===== src/rtl/telem_pkg.sv =====
// Shared types and constants for the telemetry-to-FT framer.
// frame_word() maps a word index onto the fixed 8-word frame layout.
package telem_pkg;

  localparam int unsigned PKT_W = 88;
  localparam int unsigned FRAME_WORDS = 8;
  localparam logic [15:0] DEFAULT_SYNC_WORD = 16'hA55A;

  typedef logic [2:0] word_idx_t;

  typedef enum logic {
    IDLE = 1'b0,
    SEND = 1'b1
  } state_e;

  function automatic logic [15:0] frame_word(input logic [PKT_W-1:0] pkt,
                                             input logic [15:0]      sync,
                                             input logic [15:0]      seq,
                                             input word_idx_t        idx);
    logic [15:0] w;
    case (idx)
      3'd0:    w = sync;
      3'd1:    w = seq;
      3'd2:    w = {8'h00, pkt[87:80]};
      3'd3:    w = pkt[79:64];
      3'd4:    w = pkt[63:48];
      3'd5:    w = pkt[47:32];
      3'd6:    w = pkt[31:16];
      default: w = pkt[15:0];
    endcase
    return w;
  endfunction

endpackage


===== src/rtl/telem_ft_framer_sat_counter.sv =====
// Width-parameterised counter that increments on inc and sticks at all-ones.
module telem_ft_framer_sat_counter #(
  parameter int unsigned WIDTH = 32
) (
  input  logic             clk,
  input  logic             rst,
  input  logic             inc,
  output logic [WIDTH-1:0] count
);

  logic [WIDTH-1:0] count_q, count_d;

  always_comb begin
    count_d = count_q;
    if (inc && (count_q != '1)) begin
      count_d = count_q + WIDTH'(1);
    end
  end

  always_ff @(posedge clk) begin
    if (rst) begin
      count_q <= '0;
    end else begin
      count_q <= count_d;
    end
  end

  assign count = count_q;

endmodule


===== src/rtl/telem_ft_framer.sv =====
// Frames 88-bit telemetry packets into 8 x 16-bit words (sync, seq, payload) for the
// FT write port; drops packets while streaming is disabled.
module telem_ft_framer
  import telem_pkg::*;
#(
  parameter logic [15:0] SYNC_WORD = DEFAULT_SYNC_WORD,
  parameter int unsigned CNT_W     = 32
) (
  input  logic             clk,
  input  logic             rst,
  input  logic [PKT_W-1:0] pkt_data,
  input  logic             pkt_valid,
  output logic             pkt_ready,
  input  logic             stream_en,
  output logic [15:0]      ui_din,
  output logic [1:0]       ui_din_be,
  output logic             ui_din_valid,
  input  logic             ui_din_full,
  output logic [15:0]      seq_num,
  output logic [CNT_W-1:0] frames_sent,
  output logic [CNT_W-1:0] drop_count
);

  state_e           state_q, state_d;
  word_idx_t        idx_q, idx_d;
  logic [PKT_W-1:0] pkt_q, pkt_d;
  logic [15:0]      din_q, din_d;
  logic             valid_q, valid_d;
  logic [15:0]      seq_q, seq_d;
  logic [CNT_W-1:0] frames_q, frames_d;
  logic             in_xfer, out_xfer, drop;

  assign in_xfer  = pkt_valid && pkt_ready;
  assign out_xfer = valid_q && !ui_din_full;

  always_ff @(posedge clk) begin
    if (rst) begin
      state_q  <= IDLE;
      idx_q    <= '0;
      pkt_q    <= '0;
      din_q    <= '0;
      valid_q  <= 1'b0;
      seq_q    <= '0;
      frames_q <= '0;
    end else begin
      state_q  <= state_d;
      idx_q    <= idx_d;
      pkt_q    <= pkt_d;
      din_q    <= din_d;
      valid_q  <= valid_d;
      seq_q    <= seq_d;
      frames_q <= frames_d;
    end
  end

  always_comb begin
    state_d  = state_q;
    idx_d    = idx_q;
    pkt_d    = pkt_q;
    din_d    = din_q;
    valid_d  = valid_q;
    seq_d    = seq_q;
    frames_d = frames_q;
    drop     = 1'b0;
    case (state_q)
      IDLE: begin
        if (in_xfer) begin
          if (stream_en) begin
            pkt_d   = pkt_data;
            din_d   = SYNC_WORD;
            valid_d = 1'b1;
            idx_d   = '0;
            state_d = SEND;
          end else begin
            drop = 1'b1;
          end
        end
      end
      SEND: begin
        if (out_xfer) begin
          if (idx_q == word_idx_t'(FRAME_WORDS - 1)) begin
            valid_d  = 1'b0;
            seq_d    = seq_q + 16'd1;
            frames_d = frames_q + CNT_W'(1);
            state_d  = IDLE;
          end else begin
            // Next word is precomputed so ui_din stays a plain register output.
            idx_d = idx_q + 3'd1;
            din_d = frame_word(pkt_q, SYNC_WORD, seq_q, idx_d);
          end
        end
      end
      default: state_d = IDLE;
    endcase
  end

  always_comb begin
    pkt_ready    = (state_q == IDLE) && !rst;
    ui_din       = din_q;
    ui_din_be    = 2'b11;
    ui_din_valid = valid_q;
    seq_num      = seq_q;
    frames_sent  = frames_q;
  end

  telem_ft_framer_sat_counter #(
    .WIDTH(CNT_W)
  ) u_drop_cnt (
    .clk  (clk),
    .rst  (rst),
    .inc  (drop),
    .count(drop_count)
  );

endmodule


===== config.mk =====
export PLATFORM = sky130hd
export DESIGN_NAME = telem_ft_framer
export DESIGN_NICKNAME = d
export VERILOG_FILES = /design/src/rtl/telem_pkg.sv /design/src/rtl/telem_ft_framer_sat_counter.sv /design/src/rtl/telem_ft_framer.sv
export SDC_FILE = /design/constraint.sdc
export NUM_CORES = 1
export LEC_CHECK = 0
export CAP_MARGIN = 20
export CELL_PAD_IN_SITES_DETAIL_PLACEMENT = 1
export CELL_PAD_IN_SITES_GLOBAL_PLACEMENT = 1
export CORE_MARGIN = 3
export CORE_UTILIZATION = 40
export CTS_CLUSTER_SIZE = 30
export DETAILED_ROUTE_END_ITERATION = 12
export PLACE_DENSITY_LB_ADDON = 0.1
export SLEW_MARGIN = 25
export SYNTH_ARGS = -nofsm -noshare
export SYNTH_HDL_FRONTEND = slang
export SYNTH_HIERARCHICAL = 1
export SYNTH_SLANG_ARGS = --single-unit

===== constraint.sdc =====
create_clock -name clk -period 7.08 [get_ports clk]
set_input_delay 0.708 -clock clk [delete_from_list [all_inputs] [get_ports clk]]
set_output_delay 0.708 -clock clk [all_outputs]
set_load 0.1 [all_outputs]

After elaboration in Yosys (flattened, before gate mapping)
Cells that the tools add are included.
- bitwise gates (word level): 1
- eq/ne operators: 13
- reduce and logical (&&, ||, !) cells: 11
- mux-type cells: 24
- $add $sub $neg: 4
- operators by type and width (kind ; count):
    case mux 16 bit (7 select lines) ; 1
    adder 32 x 1 -> 32 bit, second input constant ; 2
    2-to-1 mux 16 bit ; 4
    != test 32 bit, second input constant ; 1
    case mux 16 bit (2 select lines) ; 1
    adder 16 x 1 -> 16 bit, second input constant ; 1
    == test 3 bit, second input constant ; 4
    2-to-1 mux 3 bit ; 4
    2-to-1 mux 1 bit ; 11
    AND reduction 4 bit ; 2
    == test 3 x 2 -> 1 bit, second input constant ; 2
    != test 2 bit, second input constant ; 3
    case mux 3 bit (2 select lines) ; 1
    AND reduction 3 bit ; 2
    logical AND 1 bit ; 4
    != test 2 x 1 -> 1 bit, second input constant ; 2
    case mux 1 bit (2 select lines) ; 2
    adder 3 x 1 -> 3 bit, second input constant ; 1
    == test 3 x 1 -> 1 bit, second input constant ; 1
    zero test 3 bit ; 1
    zero test 1 bit ; 2
    NOT 1 bit ; 1
- bits in registers: 189

Longest topological paths before layout
Gate-level depths: netlist (run 1).
- depth after elaboration: 6
- mapped depth: 9
- gate-level depth less buffers: 8

Modules after synthesis
Netlist (run 1), hierarchy kept.
- modules (own cells, without submodules) (module ; times used ; area an instance (um2) ; cells each ; seq. area each (um2)):
    telem_ft_framer ; 1 ; 6747.7 ; 842 ; 3143.0
    telem_ft_framer_sat_counter ; 1 ; 1674.1 ; 199 ; 640.6

Least setup slack after synthesis (run 1)
OpenSTA, ideal clock, no wires.
- path type: in2reg
- from: in rst
- to: reg u_drop_cnt.count_q[31], in the netlist u_drop_cnt/count[31]
- path buffers: 1
- library setup time: 0.121 ns
- required time: 6.959 ns
- arrival time: 4.141 ns
- stages: 9
- path slack: 2.819 ns
- path through: buf_2 nor2_1 nand2_1 nor2_1 nand4_1 nor4_2 nand4_1 nor4_1 mux2_2
- word-level cells in the longest chain between the ends: 6
- RTL lines (what ; RTL line ; RTL):
    start: declaration ; telem_ft_framer.sv:10 ; input logic rst,
    zero test 1 bit ; telem_ft_framer.sv:98 ; pkt_ready = (state_q == IDLE) && !rst;
    logical AND 1 bit ; telem_ft_framer.sv:98 ;
    net pkt_ready ; telem_ft_framer.sv:13 ; output logic pkt_ready,
    logical AND 1 bit ; telem_ft_framer.sv:33 ; assign in_xfer = pkt_valid && pkt_ready;
    2-to-1 mux 1 bit ; telem_ft_framer.sv:67 ; if (in_xfer) begin
    2-to-1 mux 1 bit ; telem_ft_framer.sv:65 ; case (state_q)
    net drop ; telem_ft_framer.sv:31 ; logic in_xfer, out_xfer, drop;
    logical AND 1 bit ; telem_ft_framer_sat_counter.sv:15 ; if (inc && (count_q != '1)) begin
    end signal: assignment ; telem_ft_framer_sat_counter.sv:24 ; count_q <= count_d;
    end: declaration ; telem_ft_framer_sat_counter.sv:11 ; logic [WIDTH-1:0] count_q, count_d;
The timed path passes the listed nets, and every way through them passes these cells.
A chain may end at the register's enable or synchronous reset.

Final worst setup path (run 1)
- from: in rst
- to: reg u_drop_cnt.count_q[31], in the netlist u_drop_cnt/count[31]
- word-level cells in the longest chain between the ends: 6
- RTL lines (what ; RTL line):
    zero test 1 bit ; telem_ft_framer.sv:98
    logical AND 1 bit ; telem_ft_framer.sv:98
    logical AND 1 bit ; telem_ft_framer.sv:33
    2-to-1 mux 1 bit ; telem_ft_framer.sv:67
    2-to-1 mux 1 bit ; telem_ft_framer.sv:65
    net drop ; telem_ft_framer.sv:31
    logical AND 1 bit ; telem_ft_framer_sat_counter.sv:15
The timed path passes the listed nets, and every way through them passes these cells.

==> results of run 1 <==
[registers in the layout, summed over array words and instances, names as in the netlist]
| name | cells |
|---|---|
| frames_sent | 32 |
| state_q | 1 |
| pkt_q | 88 |
| ui_din_valid | 1 |
| ui_din | 16 |
| idx_q | 3 |
| u_drop_cnt/count | 32 |
| seq_num | 16 |
[report_power, final]
part	total [mW]	switching [mW]	internal [mW]
clock	0.945	0.423	0.522
sequential	1.10	0.0135	1.08
combinational	0.165	0.0959	0.0687
total	2.21	0.532	1.67
[cells by family (layout without fill, tap and decap cells)]
logic type	count (synthesis)	count (layout)	share of synthesized area (%)
XOR/XNOR	49	49	5.10
flip-flops	189	189	44.9
buffers and inverters	91	247	4.67
other	1	2	0.0445
multiplexers	7	7	0.891
AO/OA/AOI/OAI	234	234	16.6
AND/OR/NAND/NOR	460	460	26.3
adder cells (fa/ha/maj)	10	10	1.49
[metal layers]
metal  up-vias  share of wire, %  GRT usage, %
li1       3923                 -             -
met1      3829                48          31.5
met2       171                46          35.7
met3        21               4.6          3.95
met4         2              0.94          5.39
met5         -             0.050             0
[worst reg2reg max path, delay by kind of cell, from the launching register on]
kind | cells | cell delay (ns)
simple gates | 7 | 2.37
flops | 1 | 0.37
mux | 1 | 0.37
[synth_stat cells (4+ instances only)]
library cell,n,area [sq um]
a211oi_1,5,37.5
a21oi_1,124,621
a221oi_1,4,35.0
a22oi_1,20,150
and3_1,10,62.6
and4_1,11,96.3
buf_2,23,115
buf_4,4,30.0
clkbuf_1,41,154
dfxtp_1,189,3780
ha_1,10,125
inv_1,20,75.1
nand2_1,218,818
nand3_1,34,170
nand3b_1,5,37.5
nand4_1,18,113
nor2_1,75,282
nor2b_1,6,37.5
nor3_1,17,85.1
nor4_1,15,93.8
o21ai_0,39,195
o22ai_1,5,31.3
o2bb2ai_1,8,70.1
o31ai_1,12,90.1
or3_1,13,81.3
or4_1,12,90.1
xnor2_1,39,342
xor2_1,10,87.6
[layout by cell type (no fill, tap or decap), drive strengths merged, types with 8 or more instances in the layout]
cell,count
a21oi,124
a22oi,20
and3,11
and4,12
clkbuf,18
clkdlybuf4s50,189
dfxtp,189
ha,10
inv,23
nand2,218
nand3,35
nand4,20
nor2,76
nor3,18
nor4,18
o21ai,39
o2bb2ai,8
o31ai,12
or3,14
or4,12
xnor2,39
xor2,10
[path summary, 6_finish.rpt]
path                                       startpoint                                end  slack [ns]  depth (start not counted)
worst min-delay path            pkt_q[9]$_SDFFE_PP0P_              pkt_q[9]$_SDFFE_PP0P_        0.45                          2
worst max-delay path                              rst  u_drop_cnt/count[31]$_SDFFE_PP0P_        3.58                          9
worst min register to register  pkt_q[9]$_SDFFE_PP0P_              pkt_q[9]$_SDFFE_PP0P_        0.45                          2
worst max register to register     state_q$_SDFF_PP0_  u_drop_cnt/count[31]$_SDFFE_PP0P_        3.87                          8
[final cells by class]
type                    count  area, sq um  area share (%)
clock buffers              18          429            3.91
well taps                 270          338            3.08
multi-input cells         762         4270            38.9
flip-flops and latches    189         3780            34.4
repair buffers            196         1950            17.7
inverters                  20         75.1           0.683
clock inverters            13          143            1.30
[through the flow]
step / std cells / cell area [sq um] / util (%) / worst slack [ns]
2_1_floorplan: 1042 / 8430 / - / 2.82
3_3_place_gp: 1437 / 10400 / 51.0 / 3.24
3_5_place_dp: 1437 / 10400 / 51.0 / 3.16
4_1_cts: 1468 / 11000 / 53.8 / 3.58
5_1_grt: 1468 / 11000 / 53.8 / 3.33
6_report: 1468 / 11000 / 53.8 / 3.58
==> reports/summary.txt, run 1 <==
clk buf depth -> 2
Die X -> 151 microns
fmax -> 286 MHz
largest net degree at the start of global routing -> 106
TNS Setup -> 0 ns
routability cong. -> 0.792
RSZ-0062 raised after global routing -> no
DRT Wirelength -> 25.8 mm
outcome -> completed
Hold WS -> 0.455 ns
critical path endpoint category -> flop
nets@finish -> 1289
crit-path cells -> buf_6, nor2_1, nand2_1, nor2_1, nand4_1, nor4_2, nand4_1, nor4_1, mux2_2
mapped cell area -> 8420 sq um
initial antenna violation count -> 1
async set-reset flop share out of synthesis -> 0%
Critical Path RT -> 7.40 ns
CP Max Fanout -> 105
number of DRC markers in iteration 0 -> 431
Setup Skew -> 0.0137 ns
io pins -> 193
Worst-Skew Late Latency -> 0.43 ns
Synth-to-Final Area Change -> 30.4%
hold buffer count at cts -> 0
critical path type -> input port to flop
Tot Pwr -> 2.21 mW
Post-synth EDFFs -> 0
clock sinks -> 189
Yosys reg bits -> 189
share of cells above drive strength 1 -> 4.84%
DIE HEIGHT -> 151 microns
P per Cell Area -> 201 nW/um^2
min-delay worst type -> flop to flop
leakage -> 3.56 nW
global route overflow -> 0
vias per cell -> 5.41
Worst-path clk slew -> 0.07 ns
first-pass GRT wire length -> 40.7 mm
setup violators final -> 0
Max Cap Viol -> 0
number of synthesis warnings -> 6
CP Launch Type -> input port
Post-CTS Setup Inserts -> 0
DRT Pass-1 Iters -> 4
row cnt -> 52
Seq/Total Area, Yosys -> 44.9%
Slew Viols, Final -> 0
vias in the first global route -> 7815
wire per inst -> 17.6 microns
critical path's top delay family -> simple AND/OR/NAND/NOR gates
highest ir drop seen on vdd -> 142 uV
crit path time final -> 3.50 ns
gr usage total -> 22.4%
filler instances -> 2461
Main synth FF type -> dfxtp_1
WP data arrival -> 3.81 ns
Avg Inst Size Synth -> 8.09 sq um
worst-margin pin slew -> 1.05 ns
Slew HR -> 29.6%
Initial Util -> 41.2%
Critical-path top delay cell -> nor4_2
Resized Gates After CTS -> 0
# diodes -> 0
worst path bufs/invs -> 1
synth unique cells -> 64
period utilization -> 49.4%
DR DRC count -> 0
clock buffer count from CTS -> 17
via count -> 7946
slowest stage delay, CP -> 0.69 ns
Port Buffer Count -> 190
core box area -> 20400 sq um
root buffer cell -> clkbuf_16
Syn Inst Count -> 1041
Final ANT Viol Nets -> 0
die area -> 22800 sq um
CTS tree -> yes
final-report hold violation count -> 0
H-tree Lvls -> 4
DP HPWL -> 18.3 mm
No activity file was read; power rests on OpenSTA's default activity.
==> run 2: changes to the inputs <==
Settings changed: CORE_UTILIZATION 40 to 33.
Clock period 7.08 ns to 2.9 ns, I/O delays scaled along.
==> run 2 against run 1 <==
Worst setup slack lost 3.0 ns. Critical endpoint is now u_drop_cnt/count[30]$_SDFFE_PP0P_. Sequential cell count did not move. Design area rose by 0.35%. Clock power grew to 2.6 times the previous value. Combinational power increased by 150%.
==> reports/summary.txt, run 2 (same netlist as run 1, synthesis figures left out) <==
min-delay worst type -> input port to flop (was flop to flop)
worst-margin pin slew -> 0.948 ns (was 1.05 ns)
CP Max Fanout -> 6 (was 105)
max reg flops -> 88 (unchanged)
Synth-to-Final Area Change -> 30.9% (was 30.4%)
clock buffer count from CTS -> 17 (unchanged)
Slew Viols, Final -> 0 (unchanged)
Worst-path clk slew -> 0.08 ns (was 0.07 ns)
routability cong. -> 0.757 (was 0.792)
first-pass GRT wire length -> 44.0 mm (was 40.7 mm)
row cnt -> 57 (was 52)
Post-CTS Setup Inserts -> 0 (unchanged)
io pins -> 193 (unchanged)
root buffer cell -> clkbuf_16 (unchanged)
DRT Pass-1 Iters -> 5 (was 4)
largest net degree at the start of global routing -> 91 (was 106)
DRT Wirelength -> 27.6 mm (was 25.8 mm)
initial antenna violation count -> 0 (was 1)
critical path type -> flop to flop (was input port to flop)
Biggest register -> pkt_q (unchanged)
global route overflow -> 0 (unchanged)
highest ir drop seen on vdd -> 359 uV (was 142 uV)
period utilization -> 80.4%
final instance area -> 11000 sq um (about the same)
share of cells above drive strength 1 -> 14.8% (was 4.84%)
DP HPWL -> 20.1 mm (was 18.3 mm)
crit path time final -> 2.33 ns
Critical Path RT -> 3.27 ns (was 7.40 ns)
DR DRC count -> 0 (unchanged)
Die X -> 166 microns (was 151 microns)
P per Cell Area -> 504 nW/um^2 (was 201 nW/um^2)
Max Cap Viol -> 0 (unchanged)
nets@finish -> 1307 (was 1289)
critical path endpoint category -> flop (unchanged)
CP Launch Type -> flop (was input port)
leakage -> 3.89 nW (was 3.56 nW)
via count -> 7910 (was 7946)
DIE HEIGHT -> 166 microns (was 151 microns)
Resized Gates After CTS -> 0 (unchanged)
vias in the first global route -> 8082 (was 7815)
DP Area -> 10400 sq um (about the same)
# diodes -> 0 (unchanged)
setup violators final -> 0 (unchanged)
Initial Util -> 34.1% (was 41.2%)
Setup Skew -> 0.0119 ns (was 0.0137 ns)
clock sinks -> 189 (unchanged)
Slew HR -> 36.8% (was 29.6%)
Worst-Skew Late Latency -> 0.44 ns (was 0.43 ns)
final-report hold violation count -> 0 (unchanged)
number of DRC markers in iteration 0 -> 424 (was 431)
CTS tree -> yes (unchanged)
Final ANT Viol Nets -> 0 (unchanged)
fmax -> 429 MHz
H-tree Lvls -> 4 (unchanged)
TNS Setup -> 0 ns (unchanged)
clk buf depth -> 2 (unchanged)
wire per inst -> 17.9 microns (was 17.6 microns)
gr usage total -> 19.5% (was 22.4%)
hold buffer count at cts -> 0 (unchanged)
Port Buffer Count -> 190 (unchanged)
vias per cell -> 5.13 (was 5.41)
most frequent cells in the layout -> 218 x nand2_1, 186 x dfxtp_1, 124 x a21oi_1, 120 x buf_4, 91 x clkdlybuf4s50_1 (was 218 x nand2_1, 189 x dfxtp_1, 189 x clkdlybuf4s50_1, 124 x a21oi_1, 75 x nor2_1)
outcome -> completed (unchanged)
RSZ-0062 raised after global routing -> no (unchanged)
commonest non-fill, non-tap cell in the layout -> nand2_1 (unchanged)
die area -> 27500 sq um (was 22800 sq um)
WP data arrival -> 2.70 ns (was 3.81 ns)
core box area -> 24700 sq um (was 20400 sq um)
[run 2: changes by cell type in the layout (fill, tap and decap cells not counted), sizes merged]
cell	change
buf	+116
inv	+5
clkdlybuf4s50	-98
clkinv	-5
clkinvlp	+1
[run 2: final cells by class]
class                   instances  area [sq um]
clock inverters                14           169
multi-input cells             762          4290
well taps                     324           405
clock buffers                  18           439
flip-flops and latches        189          3790
fillers                      2997         13700
repair buffers                214          1860
inverters                      20          75.1
[run 2: path summary, 6_finish.rpt]
path	depth (start not counted)	slack (ns)	startpoint	endpoint
setup / recovery	5	0.57	u_drop_cnt/count[21]$_SDFFE_PP0P_	u_drop_cnt/count[30]$_SDFFE_PP0P_
hold reg to reg	2	0.46	pkt_q[51]$_SDFFE_PP0P_	pkt_q[51]$_SDFFE_PP0P_
hold / removal	2	0.15	rst	u_drop_cnt/count[28]$_SDFFE_PP0P_
setup reg to reg	5	0.57	u_drop_cnt/count[21]$_SDFFE_PP0P_	u_drop_cnt/count[30]$_SDFFE_PP0P_
[run 2: through the flow]
step                      setup slack (ns)  power, mW  hold WS [ns]  utilization (%)  cells
after floorplan                   0.000304       2.95         0.426                -   1042
after global placement               0.353       3.15         0.441             42.2   1509
after detailed placement             0.334       3.15         0.448             42.2   1509
after CTS                            0.570       5.61         0.138             44.7   1541
after global routing                 0.365       5.76         0.156             44.7   1541
final                                0.567       5.55         0.150             44.7   1541
[run 2: power by group]
group	internal [mW]	total, mW	switching [mW]
registers	2.64	2.68	0.0351
logic	0.170	0.408	0.237
clock network	1.33	2.47	1.14
[run 2: critical path, stage by stage, from the launching register on]
cell and delay [ns]:
dfxtp_1 0.43, and3_4 0.26, or3b_1 0.50, or3_4 0.45, or4_1 0.48, a21oi_1 0.15
[run 2: metal layers]
layer / vias up / part of all wire [%] / global-route usage (%) / wire [microns]
li1: 3960 / - / - / -
met1: 3759 / 47 / 25.8 / 12900
met2: 158 / 48 / 33.5 / 13300
met3: 33 / 3.6 / 3.12 / 991
met4: 0 / 1.6 / 4.74 / 428
met5: - / 0 / 0 / 0
==> run 3: changes to the inputs <==
Settings changed: CORE_UTILIZATION 33 to 37.
Clock period 2.9 ns to 2.4 ns, I/O delays scaled along.
==> run 3 against run 2 <==
Worst hold slack better by 0.20 ns. Sequential share of layout area up 0.29 points. Clock power up 14%. Highest routed layer unchanged. Wire length down 2.2%. Global-route usage up 2.3 points.
==> reports/summary.txt, run 3 (same netlist as run 1, synthesis figures left out) <==
outcome -> completed (unchanged)
WP data arrival -> 2.59 ns (was 2.70 ns)
clock sinks -> 189 (unchanged)
setup violators final -> 0 (unchanged)
CTS tree -> yes (unchanged)
Tot Pwr -> 6.54 mW (was 5.55 mW)
DRT Pass-1 Iters -> 5 (unchanged)
max reg flops -> 88 (unchanged)
routability cong. -> 0.794 (was 0.757)
Synth-to-Final Area Change -> 32.6% (was 30.9%)
Initial Util -> 38.1% (was 34.1%)
RSZ-0062 raised after global routing -> no (unchanged)
Port Buffer Count -> 190 (unchanged)
DIE HEIGHT -> 157 microns (was 166 microns)
clock buffer count from CTS -> 17 (unchanged)
Max Cap Viol -> 0 (unchanged)
critical path endpoint category -> flop (unchanged)
number of DRC markers in iteration 0 -> 378 (was 424)
largest net degree at the start of global routing -> 188 (was 91)
CP Launch Type -> flop (unchanged)
gr usage total -> 21.8% (was 19.5%)
highest ir drop seen on vdd -> 451 uV (was 359 uV)
DRT Wirelength -> 27.0 mm (was 27.6 mm)
via count -> 8066 (was 7910)
Setup Skew -> 0.0131 ns (was 0.0119 ns)
Critical Path RT -> 2.75 ns (was 3.27 ns)
fin util -> 50.5% (was 44.7%)
Biggest register -> pkt_q (unchanged)
core box area -> 22100 sq um (was 24700 sq um)
Worst-path clk slew -> 0.08 ns (about the same)
Hold WS -> 0.348 ns (was 0.150 ns)
commonest non-fill, non-tap cell in the layout -> nand2_1 (unchanged)
leakage -> 3.96 nW (was 3.89 nW)
min-delay worst type -> input port to flop (unchanged)
DP HPWL -> 19.1 mm (was 20.1 mm)
io pins -> 193 (unchanged)
Die X -> 157 microns (was 166 microns)
fmax -> 446 MHz (was 429 MHz)
Worst-Skew Late Latency -> 0.43 ns (was 0.44 ns)
CP Max Fanout -> 6 (unchanged)
final instance area -> 11200 sq um (was 11000 sq um)
Post-CTS Setup Inserts -> 0 (unchanged)
hold buffer count at cts -> 0 (unchanged)
crit path time final -> 2.24 ns (was 2.33 ns)
share of cells above drive strength 1 -> 18.8% (was 14.8%)
DR DRC count -> 0 (unchanged)
most frequent cells in the layout -> 217 x nand2_1, 149 x dfxtp_1, 129 x buf_4, 124 x a21oi_1, 91 x clkdlybuf4s50_1 (was 218 x nand2_1, 186 x dfxtp_1, 124 x a21oi_1, 120 x buf_4, 91 x clkdlybuf4s50_1)
die area -> 24600 sq um (was 27500 sq um)
row cnt -> 54 (was 57)
critical path type -> flop to flop (unchanged)
Final ANT Viol Nets -> 0 (unchanged)
vias in the first global route -> 8027 (was 8082)
H-tree Lvls -> 4 (unchanged)
root buffer cell -> clkbuf_16 (unchanged)
wire per inst -> 17.9 microns (about the same)
final-report hold violation count -> 0 (unchanged)
clk buf depth -> 2 (unchanged)
filler instances -> 2662 (was 2997)
P per Cell Area -> 585 nW/um^2 (was 504 nW/um^2)
period utilization -> 93.3% (was 80.4%)
nets@finish -> 1319 (was 1307)
first-pass GRT wire length -> 43.0 mm (was 44.0 mm)
# diodes -> 0 (unchanged)
global route overflow -> 0 (unchanged)
Slew HR -> 42.9% (was 36.8%)
DP Area -> 10600 sq um (was 10400 sq um)
initial antenna violation count -> 0 (unchanged)
vias per cell -> 5.35 (was 5.13)
Slew Viols, Final -> 0 (unchanged)
worst-margin pin slew -> 0.856 ns (was 0.948 ns)
-- run 3: cell count changes in the layout (fill, tap and decap cells not counted), moves of 4 or more --
| cell | delta |
|---|---|
| dfxtp_1 | -37 |
| dfxtp_2 | +23 |
| inv_8 | -4 |
| buf_4 | +9 |
| dfxtp_4 | +14 |
-- run 3: final timing paths --
kind	startpoint	to	slack, ns	cells after the start
max	u_drop_cnt/count[21]$_SDFFE_PP0P_	u_drop_cnt/count[30]$_SDFFE_PP0P_	0.16	5
min	pkt_data[26]	pkt_q[26]$_SDFFE_PP0P_	0.35	3
max reg2reg	u_drop_cnt/count[21]$_SDFFE_PP0P_	u_drop_cnt/count[30]$_SDFFE_PP0P_	0.16	5
min reg2reg	pkt_q[49]$_SDFFE_PP0P_	pkt_q[49]$_SDFFE_PP0P_	0.46	2
-- run 3: worst max-delay path, stage by stage (launching register included) --
cell and delay (ns):
dfxtp_4 0.37, and3_4 0.22, or3b_1 0.49, or3_4 0.45
or4_1 0.47, a21oi_1 0.16
-- run 3: through the flow --
stage | cells | setup WS, ns | setup TNS (ns)
2_1_floorplan | 1042 | -0.211 | -1.01
3_3_place_gp | 1477 | 0.0508 | 0
3_5_place_dp | 1477 | 0.0361 | 0
4_1_cts | 1508 | 0.156 | 0
5_1_grt | 1508 | 0.00943 | 0
6_report | 1508 | 0.160 | 0
-- run 3: repair_timing --
action	in CTS	in global routing
hold endpoints to repair	0	0
endpoints found under the setup margin	0	5
resized for setup	0	2
-- run 3: power breakdown --
part           internal, mW  total [mW]  switching, mW
sequential             3.18        3.22         0.0415
clock                  1.53        2.81           1.28
combinational         0.216       0.507          0.291
-- run 3: layer usage --
metal / up-vias / share of wire (%) / GRT usage, %
li1: 3981 / - / -
met1: 3888 / 46 / 29.3
met2: 170 / 49 / 36.7
met3: 27 / 3.7 / 3.40
met4: 0 / 1.6 / 5.79
met5: - / 0 / 0
-- run 3: cell type report --
| class | instances | area (sq um) | share of cell area [%] |
|---|---|---|---|
| Multi-Input combinational cell | 762 | 4310 | 38.6 |
| Sequential cell | 189 | 3870 | 34.6 |
| Timing Repair Buffer | 226 | 1990 | 17.8 |
| Clock buffer | 21 | 472 | 4.22 |
| Tap cell | 280 | 350 | 3.14 |
| Clock inverter | 10 | 104 | 0.930 |
| Inverter | 20 | 75.1 | 0.672 |
